===== src/rtl/reg_pipe.sv =====
// Parametrised valid/ready register pipeline with flush, occupancy count and
// an optional output stall counter enabled by defining REG_PIPE_STALL_CNT_EN.
module reg_pipe #(
   parameter int               WIDTH     = 32,
   parameter int               DEPTH     = 2,
   parameter logic [WIDTH-1:0] RESET_VAL = '0
) (
   input  logic                         clk,
   input  logic                         rst_n,
   input  logic                         in_valid,
   output logic                         in_ready,
   input  logic [WIDTH-1:0]             d,
   output logic                         out_valid,
   input  logic                         out_ready,
   output logic [WIDTH-1:0]             q,
   input  logic                         flush,
   output logic [$clog2(DEPTH+1)-1:0]   count,
   output logic [15:0]                  stall_cnt
);

   localparam int CW = $clog2(DEPTH+1);

   logic [DEPTH-1:0] v_q, v_d;
   logic [WIDTH-1:0] data_q [DEPTH];
   logic [WIDTH-1:0] data_d [DEPTH];
   logic [CW-1:0]    count_q, count_d;
   logic [DEPTH-1:0] rdy;
   logic             allFull;
   logic             inFire, outFire;

   // The chained ready ~v[i] | rdy[i+1] unrolls to "out_ready, or some stage
   // from i to the end is empty"; computing it that way avoids a self-referencing vector.
   always_comb begin
      allFull = 1'b1;
      rdy     = '0;
      for (int i = DEPTH-1; i >= 0; i--) begin
         allFull = allFull & v_q[i];
         rdy[i]  = out_ready | ~allFull;
      end
   end

   assign in_ready  = rst_n & ~flush & rdy[0];
   assign out_valid = v_q[DEPTH-1];
   assign q         = data_q[DEPTH-1];
   assign count     = count_q;
   assign inFire    = in_valid & in_ready;
   assign outFire   = out_valid & out_ready;

   always_comb begin
      v_d    = v_q;
      data_d = data_q;
      if (flush) begin
         v_d = '0;
         for (int i = 0; i < DEPTH; i++) data_d[i] = RESET_VAL;
      end else begin
         if (rdy[0]) begin
            v_d[0] = in_valid;
            if (in_valid) data_d[0] = d;
         end
         for (int i = 1; i < DEPTH; i++) begin
            if (rdy[i]) begin
               v_d[i] = v_q[i-1];
               if (v_q[i-1]) data_d[i] = data_q[i-1];
            end
         end
      end
   end

   always_comb begin
      count_d = count_q;
      if (flush) begin
         count_d = '0;
      end else if (inFire && !outFire) begin
         count_d = count_q + CW'(1);
      end else if (!inFire && outFire) begin
         count_d = count_q - CW'(1);
      end
   end

   always_ff @(posedge clk or negedge rst_n) begin
      if (!rst_n) begin
         v_q     <= '0;
         count_q <= '0;
         for (int i = 0; i < DEPTH; i++) data_q[i] <= RESET_VAL;
      end else begin
         v_q     <= v_d;
         count_q <= count_d;
         data_q  <= data_d;
      end
   end

`ifdef REG_PIPE_STALL_CNT_EN
   logic [15:0] stall_q, stall_d;

   // Counts edges where downstream holds off a valid word; saturates, never wraps.
   always_comb begin
      stall_d = stall_q;
      if (flush) begin
         stall_d = '0;
      end else if (out_valid && !out_ready && stall_q != 16'hFFFF) begin
         stall_d = stall_q + 16'd1;
      end
   end

   always_ff @(posedge clk or negedge rst_n) begin
      if (!rst_n) begin
         stall_q <= '0;
      end else begin
         stall_q <= stall_d;
      end
   end

   assign stall_cnt = stall_q;
`else
   assign stall_cnt = '0;
`endif

endmodule


===== config.mk =====
export PLATFORM = sky130hd
export DESIGN_NAME = reg_pipe
export DESIGN_NICKNAME = d
export VERILOG_FILES = /design/src/rtl/reg_pipe.sv
export SDC_FILE = /design/constraint.sdc
export NUM_CORES = 1
export LEC_CHECK = 0
export CORE_ASPECT_RATIO = 1.4
export CORE_MARGIN = 3
export CORE_UTILIZATION = 50
export DETAILED_ROUTE_END_ITERATION = 10
export PLACE_DENSITY_LB_ADDON = 0.25
export SLEW_MARGIN = 20
export SYNTH_ARGS = -nofsm -noshare
export SYNTH_HDL_FRONTEND = slang
export SYNTH_SLANG_ARGS = --single-unit

===== constraint.sdc =====
create_clock -name clk -period 3.45 [get_ports clk]
set_input_delay 0.5175 -clock clk [delete_from_list [all_inputs] [get_ports clk]]
set_output_delay 0.5175 -clock clk [all_outputs]
set_load 0.02 [all_outputs]

# --- Word level (Yosys, flattened, before mapping) ---
# Cells that the tools add are included.
word_totals:
  register_bits: 68
  output_inout_bits: 52
classes:
  n_reduce_logical: 11
  muxes: 11
  n_bitwise: 10
  addsub: 2
ops:
  columns: ["op", "n"]
  rows:
  - ["two-way mux 32 bit", 4]
  - ["two-way mux 64 bit", 1]
  - ["two-way mux 2 bit", 4]
  - ["nonzero test 2 bit", 4]
  - ["AND 1 bit", 5]
  - ["AND reduction 2 bit", 2]
  - ["NOT 1 bit", 3]
  - ["nonzero test 3 bit", 1]
  - ["adder 2 x 1 -> 2 bit (second input constant)", 1]
  - ["logical AND 1 bit", 2]
  - ["zero test 1 bit", 2]
  - ["two-way mux 1 bit", 2]
  - ["bitwise OR 1 bit", 2]
  - ["subtractor 2 x 1 -> 2 bit (second input constant)", 1]

# --- Longest topological paths before layout ---
# Gate-level depths: netlist of run 1.
depth:
  ltp_word: 10
  mapped_depth: 5
  depth_no_buf: 4

# --- Least setup slack after synthesis of run 1 ---
# Ideal clock, no wire load.
synth_timing:
  path_type: "input -> output"
  start: "in flush"
  end: "out in_ready"
  slack_ps: 1693
  path_buffers: 1
  stages: 2
  t_required_ps: 2932
  t_arrival_ps: 1239
  path_cell_list: "buf_2 > nor3b_1"
synth_between:
  elab_chain_cells: 3
synth_rtl:
  columns: ["element", "line_no", "source"]
  rows:
  - ["start: declaration", "16", "input logic flush,"]
  - ["NOT 1 bit", "42", "assign in_ready = rst_n & ~flush & rdy[0];"]
  - ["AND 1 bit (2 in a row)", "42", null]
  - ["end: declaration", "11", "output logic in_ready,"]
# No other way between the ends.

# --- Worst setup path after layout of run 1 ---
layout_timing:
  start: "in out_ready"
  end: "out in_ready"
layout_between:
  elab_chain_cells: 2
layout_rtl:
  columns: ["element", "line_no", "source"]
  rows:
  - ["start: declaration", "14", "input logic out_ready,"]
  - ["bitwise OR 1 bit", "38", "rdy[i] = out_ready | ~allFull;"]
  - ["AND 1 bit", "42", null]
# No other way between the ends.

==> flow_summary.json, run 1 <==
{
  "vdd_ir_drop_max_mv": 0.293,
  "worst-endpoint-required_ns": 2.93,
  "layout_common_cells": "sky130_fd_sc_hd__clkdlybuf4s50_1 (71), sky130_fd_sc_hd__dfrtp_1 (68), sky130_fd_sc_hd__a22o_1 (64), sky130_fd_sc_hd__conb_1 (16), sky130_fd_sc_hd__clkbuf_8 (10)",
  "layout-drive-gt1-share": 0.0909,
  "synth_top_area_share": 0.592,
  "relSlewSlack": 0.394,
  "timing.final.crit_period_ns": 2.61,
  "critPathArrivalTime_ns": 2.10,
  "n_antenna_cell": 0,
  "placementRows": 32,
  "cts.path.max_buffers": 2,
  "summed_area_of_non_filler_cells_in_the_final_layout_um2": 3510,
  "postSynthAreaPerCell_um2": 13.1,
  "track_usage": 0.172,
  "post_cts_resized": 0,
  "port-buffer-count": 72,
  "max_cap_violations": 0,
  "num_vias": 1754,
  "hold_slack_ns": 0.449,
  "count_of_nets_after_finishing": 296,
  "die_h_um": 95.7,
  "yosys.area.top_type": "sky130_fd_sc_hd__dfrtp_1",
  "cts_tree": "built",
  "final-hold-violation-count": 0,
  "ys_seq_area_frac": 0.592,
  "hold_class": "input port to asynchronous set/reset pin",
  "power_density_of_the_placed_cells_nw_per_um2": 478,
  "placed_instance_area_um2": 3320,
  "drt_via_density": 5.28,
  "synth.area.top_cells": "sky130_fd_sc_hd__dfrtp_1 (59%), sky130_fd_sc_hd__a22o_1 (19%), sky130_fd_sc_hd__buf_4 (14%)",
  "worstSkewPairLatency_ns": 0.33,
  "coreArea_um2": 5530,
  "layout.cells.most_common": "sky130_fd_sc_hd__clkdlybuf4s50_1",
  "remaining_drc_errors": 0,
  "place_hpwl_mm": 3.58,
  "ys_types": 21,
  "initialDrtViolationCount": 136,
  "grt_pass1_vias": 1786,
  "critPathCaptureType": "output port",
  "crit_path_capture": "in_ready",
  "area_of_the_die_um2": 6710,
  "syn_inst": 219,
  "cts_inserted_buffers": 9,
  "clk_pin_slew_worst_paths_ns": 0.07,
  "h_tree_level_count": 3,
  "routedWlPerCell_um": 16.4,
  "clockRootBuffer": "sky130_fd_sc_hd__clkbuf_8",
  "synth-seq-cells": 68,
  "synthesis.area_um2": 2880,
  "max_freq_mhz": 383,
  "final.setup_skew_ns": 0.00900,
  "detail-route-antenna-nets": 0,
  "setup_tns_ns": 0,
  "cp-startpoint": "out_ready",
  "drv_slew": 0,
  "post-cts-setup-buffer-count": 0,
  "total_instance_count_after_detailed_placement": 316,
  "layout.cells.non_filler": 332,
  "holdBufCountCts": 0,
  "criticalPathCategory": "input port to output port",
  "power.static_leakage_uw": 0.00164,
  "startpoint_type": "input port",
  "layout-area-overhead-vs-synth_pct": 22.0,
  "reg2reg_setup_slack_ns": 1.72,
  "grt_setup_unrepaired": "false",
  "synth.yosys.warnings": 0,
  "grt_remaining_overflow": 0,
  "setup_violations": 0,
  "die_width_um": 70.1,
  "wirelength_mm": 5.45,
  "reg2reg_to": "data_q[51]",
  "worstMarginPinSlew_ns": 0.907,
  "critical_path.max_fanout": 4,
  "boundaryPins": 89,
  "post-route-period-util": 0.757,
  "first_pass_iters": 6,
  "floorplan.initialDensity": 0.521,
  "gp_congestion": 0.780,
  "r2r.worst_path.cells": 5,
  "grt_first_pass_wirelength_mm": 8.84,
  "clkSinkCount": 68,
  "run_status": "finished clean",
  "grt_max_degree": 69,
  "antenna_violations_before_repair": 0,
  "crit-reg2reg-launch": "v_q[0]"
}
==> synthesized netlist by cell type <==
master / number
sky130_fd_sc_hd__nor2_1: 4
sky130_fd_sc_hd__conb_1: 1
sky130_fd_sc_hd__a21oi_1: 1
sky130_fd_sc_hd__a22o_1: 64
sky130_fd_sc_hd__o21ai_0: 1
sky130_fd_sc_hd__nand3b_2: 1
sky130_fd_sc_hd__nand2b_2: 1
sky130_fd_sc_hd__mux2i_1: 1
sky130_fd_sc_hd__xnor2_1: 1
sky130_fd_sc_hd__buf_4: 52
sky130_fd_sc_hd__nor3_1: 1
sky130_fd_sc_hd__buf_6: 2
sky130_fd_sc_hd__o21a_1: 1
sky130_fd_sc_hd__nor2_2: 2
sky130_fd_sc_hd__buf_2: 7
sky130_fd_sc_hd__nand2_1: 4
sky130_fd_sc_hd__a21oi_4: 1
sky130_fd_sc_hd__a21oi_2: 1
sky130_fd_sc_hd__inv_1: 1
sky130_fd_sc_hd__dfrtp_1: 68
sky130_fd_sc_hd__nor3b_1: 4
==> how the worst min path moves through the flow <==
stage	startpoint	endpoint	slack, ns	depth (start not counted)
after floorplan	rst_n	count[0]	0.22	0
after global placement	data_q[34]	q[2]	0.47	1
after detailed placement	data_q[43]	q[11]	0.48	1
after CTS	rst_n	data_q[46]	0.47	2
after global routing	rst_n	q[14]	0.51	2
final	rst_n	data_q[46]	0.45	2
==> sequential cells by signal, indices dropped and copies added (netlist names) <==
signal and count:
q 32, data_q 32, count 2, v_q 2
==> metrics by stage <==
stage / power [uW] / utilization / setup WS (ns)
2_1_floorplan: 988 / - / 1.69
3_3_place_gp: 1050 / 0.600 / 0.824
3_5_place_dp: 1060 / 0.600 / 0.853
4_1_cts: 1700 / 0.635 / 0.825
5_1_grt: 1750 / 0.635 / 0.762
6_report: 1680 / 0.635 / 0.837
==> power breakdown <==
group	switching, uW	leakage (uW)	internal [uW]
sequential	21.5	0.000923	831
clock	283	0.000100	353
combinational	100	0.000615	88.0
==> final cells by class <==
| cell class | count | area (um2) |
|---|---|---|
| inverter | 1 | 3.75 |
| tap | 68 | 85.1 |
| fill | 439 | 2020 |
| multi-input combinational | 104 | 787 |
| sequential | 68 | 1700 |
| timing repair buffer | 75 | 738 |
| clock inverter | 4 | 48.8 |
| clock buffer | 12 | 145 |
==> cell families after synthesis <==
kind of cell | share of synthesized area
compound gates | 0.210
xor+xnor | 0.00305
buf+inv | 0.157
flops | 0.592
mux | 0.00348
other cells | 0.00130
simple gates | 0.0339
==> per-layer routing <==
metal | vias up | global-route usage | share of wire
met2 | 54 | 0.287 | 0.52
met3 | 7 | 0.0575 | 0.051
met1 | 886 | 0.206 | 0.41
met5 | - | 0 | 0
met4 | 0 | 0.0687 | 0.013
li1 | 807 | - | -
==> worst max-delay path: stages <==
cell and delay, ns:
sky130_fd_sc_hd__clkdlybuf4s50_1 0.51, sky130_fd_sc_hd__nand2b_2 0.20, sky130_fd_sc_hd__nor2_1 0.07, sky130_fd_sc_hd__nor3b_1 0.17, sky130_fd_sc_hd__clkdlybuf4s50_1 0.63
Power figures use the tool's default switching activity.
==> inputs of run 2 (changes only) <==
Settings changed: CORE_UTILIZATION 50 to 42.
Clock period 3.45 ns to 2.3 ns, I/O delays scaled along.
==> run 2 against run 1 <==
Against the previous run: cell count increased by 8.4%; largest cell class unchanged; global-route usage decreased by 2.3 points; first-iteration DRC count decreased by 49%; critical path type is now input port to register; final area increased by 1.9%.
==> flow_summary.json, run 2 (synthesis gave the netlist of run 1 again) <==
{
  "critical_path.top_delay_family": "buffers and inverters",
  "worstMarginPinSlew_ns": 0.836,
  "die_width_um": 75.9,
  "reg2reg_to": "q[15]",
  "setup_violations": 0,
  "relSlewSlack": 0.443,
  "clockRootBuffer": "sky130_fd_sc_hd__clkbuf_8",
  "timing.final.crit_period_ns": 1.84,
  "reg2reg_setup_slack_ns": 0.59,
  "floorplan.initialDensity": 0.435,
  "num_vias": 1757,
  "layout.cells.most_common": "sky130_fd_sc_hd__clkdlybuf4s50_1",
  "grt_max_degree": 69,
  "run_status": "finished clean",
  "max_cap_violations": 0,
  "worstSkewPairLatency_ns": 0.33,
  "drt_via_density": 4.88,
  "n_antenna_cell": 0,
  "critPathArrivalTime_ns": 2.10,
  "wirelength_mm": 5.66,
  "count_of_nets_after_finishing": 300,
  "holdBufCountCts": 0,
  "r2r.worst_path.cells": 5,
  "placementRows": 35,
  "critical_path.cell_chain": "clkdlybuf4s50_1, nand2b_2, nand2_1, nor2_2, buf_4, a22o_1",
  "coreArea_um2": 6610,
  "gp_congestion": 0.724,
  "first_pass_iters": 4,
  "clk_pin_slew_worst_paths_ns": 0.07,
  "h_tree_level_count": 3,
  "port-buffer-count": 72,
  "cts_inserted_buffers": 9,
  "grt_remaining_overflow": 0,
  "power.combinational.fraction": 0.118,
  "cpPeakStageDelay_ns": 0.51,
  "post-cts-setup-buffer-count": 0,
  "crit-reg2reg-launch": "v_q[1]",
  "hold_class": "input port to asynchronous set/reset pin",
  "seq_power_share": 0.511,
  "final-hold-violation-count": 0,
  "p_sw_uw": 618,
  "place_hpwl_mm": 3.62,
  "clock_power_share": 0.371,
  "die_h_um": 104,
  "layout_common_cells": "sky130_fd_sc_hd__clkdlybuf4s50_1 (70), sky130_fd_sc_hd__dfrtp_1 (68), sky130_fd_sc_hd__a22o_1 (64), sky130_fd_sc_hd__conb_1 (16), sky130_fd_sc_hd__clkbuf_8 (9)",
  "power_report.internal_total_uw": 1880,
  "post-route-util": 0.541,
  "critical_path.max_fanout": 18,
  "layout-drive-gt1-share": 0.104,
  "detail-route-antenna-nets": 0,
  "vdd_ir_drop_max_mv": 0.289,
  "grt_setup_unrepaired": "false",
  "final.fill_count": 597,
  "post-route-period-util": 0.798,
  "layout-area-overhead-vs-synth_pct": 24.3,
  "routedWlPerCell_um": 15.7,
  "setup_tns_ns": 0,
  "critical_path.n_buffers_inverters": 2,
  "track_usage": 0.149,
  "initialDrtViolationCount": 69,
  "startpoint_type": "input port",
  "worst-endpoint-required_ns": 2.56,
  "clkSinkCount": 68,
  "area_of_the_die_um2": 7890,
  "power_density_of_the_placed_cells_nw_per_um2": 699,
  "criticalPathCategory": "input port to register",
  "drv_slew": 0,
  "max_freq_mhz": 545,
  "boundaryPins": 89,
  "switching_power_share_of_the_total": 0.247,
  "grt_pass1_vias": 1780,
  "grt_first_pass_wirelength_mm": 9.25,
  "final.setup_skew_ns": 0.00803,
  "power.static_leakage_uw": 0.00167,
  "remaining_drc_errors": 0,
  "cts.path.max_buffers": 2,
  "antenna_violations_before_repair": 0,
  "cts_tree": "built",
  "cp_slowest_cell": "sky130_fd_sc_hd__clkdlybuf4s50_1",
  "critPathCaptureType": "register"
}
run 2: cell types whose count changed in the layout (fill, tap and decap cells not counted), sizes merged:
cell / delta
buf: +4
clkbuf: -1
clkdlybuf4s50: -1
clkinvlp: +1
dlymetal6s2s: +1
run 2: worst max path at each step:
stage,startpoint,endpoint,cells after the start
floorplan,v_q[1],in_ready,3
global placement,out_ready,in_ready,5
detailed placement,out_ready,q[3],6
CTS,out_ready,in_ready,5
global route,out_ready,q[11],6
finish,out_ready,q[15],6
run 2: layout make-up:
type	count	area, um2	area share
Timing Repair Buffer	79	783	0.219
Tap cell	92	115	0.0322
Clock buffer	11	131	0.0368
Sequential cell	68	1700	0.476
Clock inverter	5	52.6	0.0147
Inverter	1	3.75	0.00105
Multi-Input combinational cell	104	787	0.220
run 2: metal layers:
layer | track usage | wire (um) | up-vias
li1 | - | - | 817
met1 | 0.195 | 2420 | 877
met2 | 0.235 | 2860 | 54
met3 | 0.0269 | 274 | 9
met4 | 0.0777 | 101 | 0
met5 | 0 | 0 | -
run 2: timing repair:
action	in CTS	in global routing
endpoints found under the setup margin	0	1
endpoints found under the hold margin	0	0
resized for setup	0	1
run 2: stage by stage:
stage          cells  hold slack, ns  worst slack [ns]  total power [uW]  area [um2]
2_1_floorplan    234          0.0494             0.753              1480        2930
3_3_place_gp     344           0.472             0.117              1590        3390
5_1_grt          360           0.382             0.303              2630        3570
3_5_place_dp     344           0.478            0.0796              1600        3390
4_1_cts          360           0.326            0.0848              2550        3570
6_report         360           0.303             0.464              2500        3570
run 2: power by group through the flow:
stage	clock network (uW)	logic [uW]	registers, uW
global placement	0	295	1300
CTS	967	300	1280
floorplan	0	184	1300
finish	928	294	1280
global route	1020	318	1280
detailed placement	0	298	1300
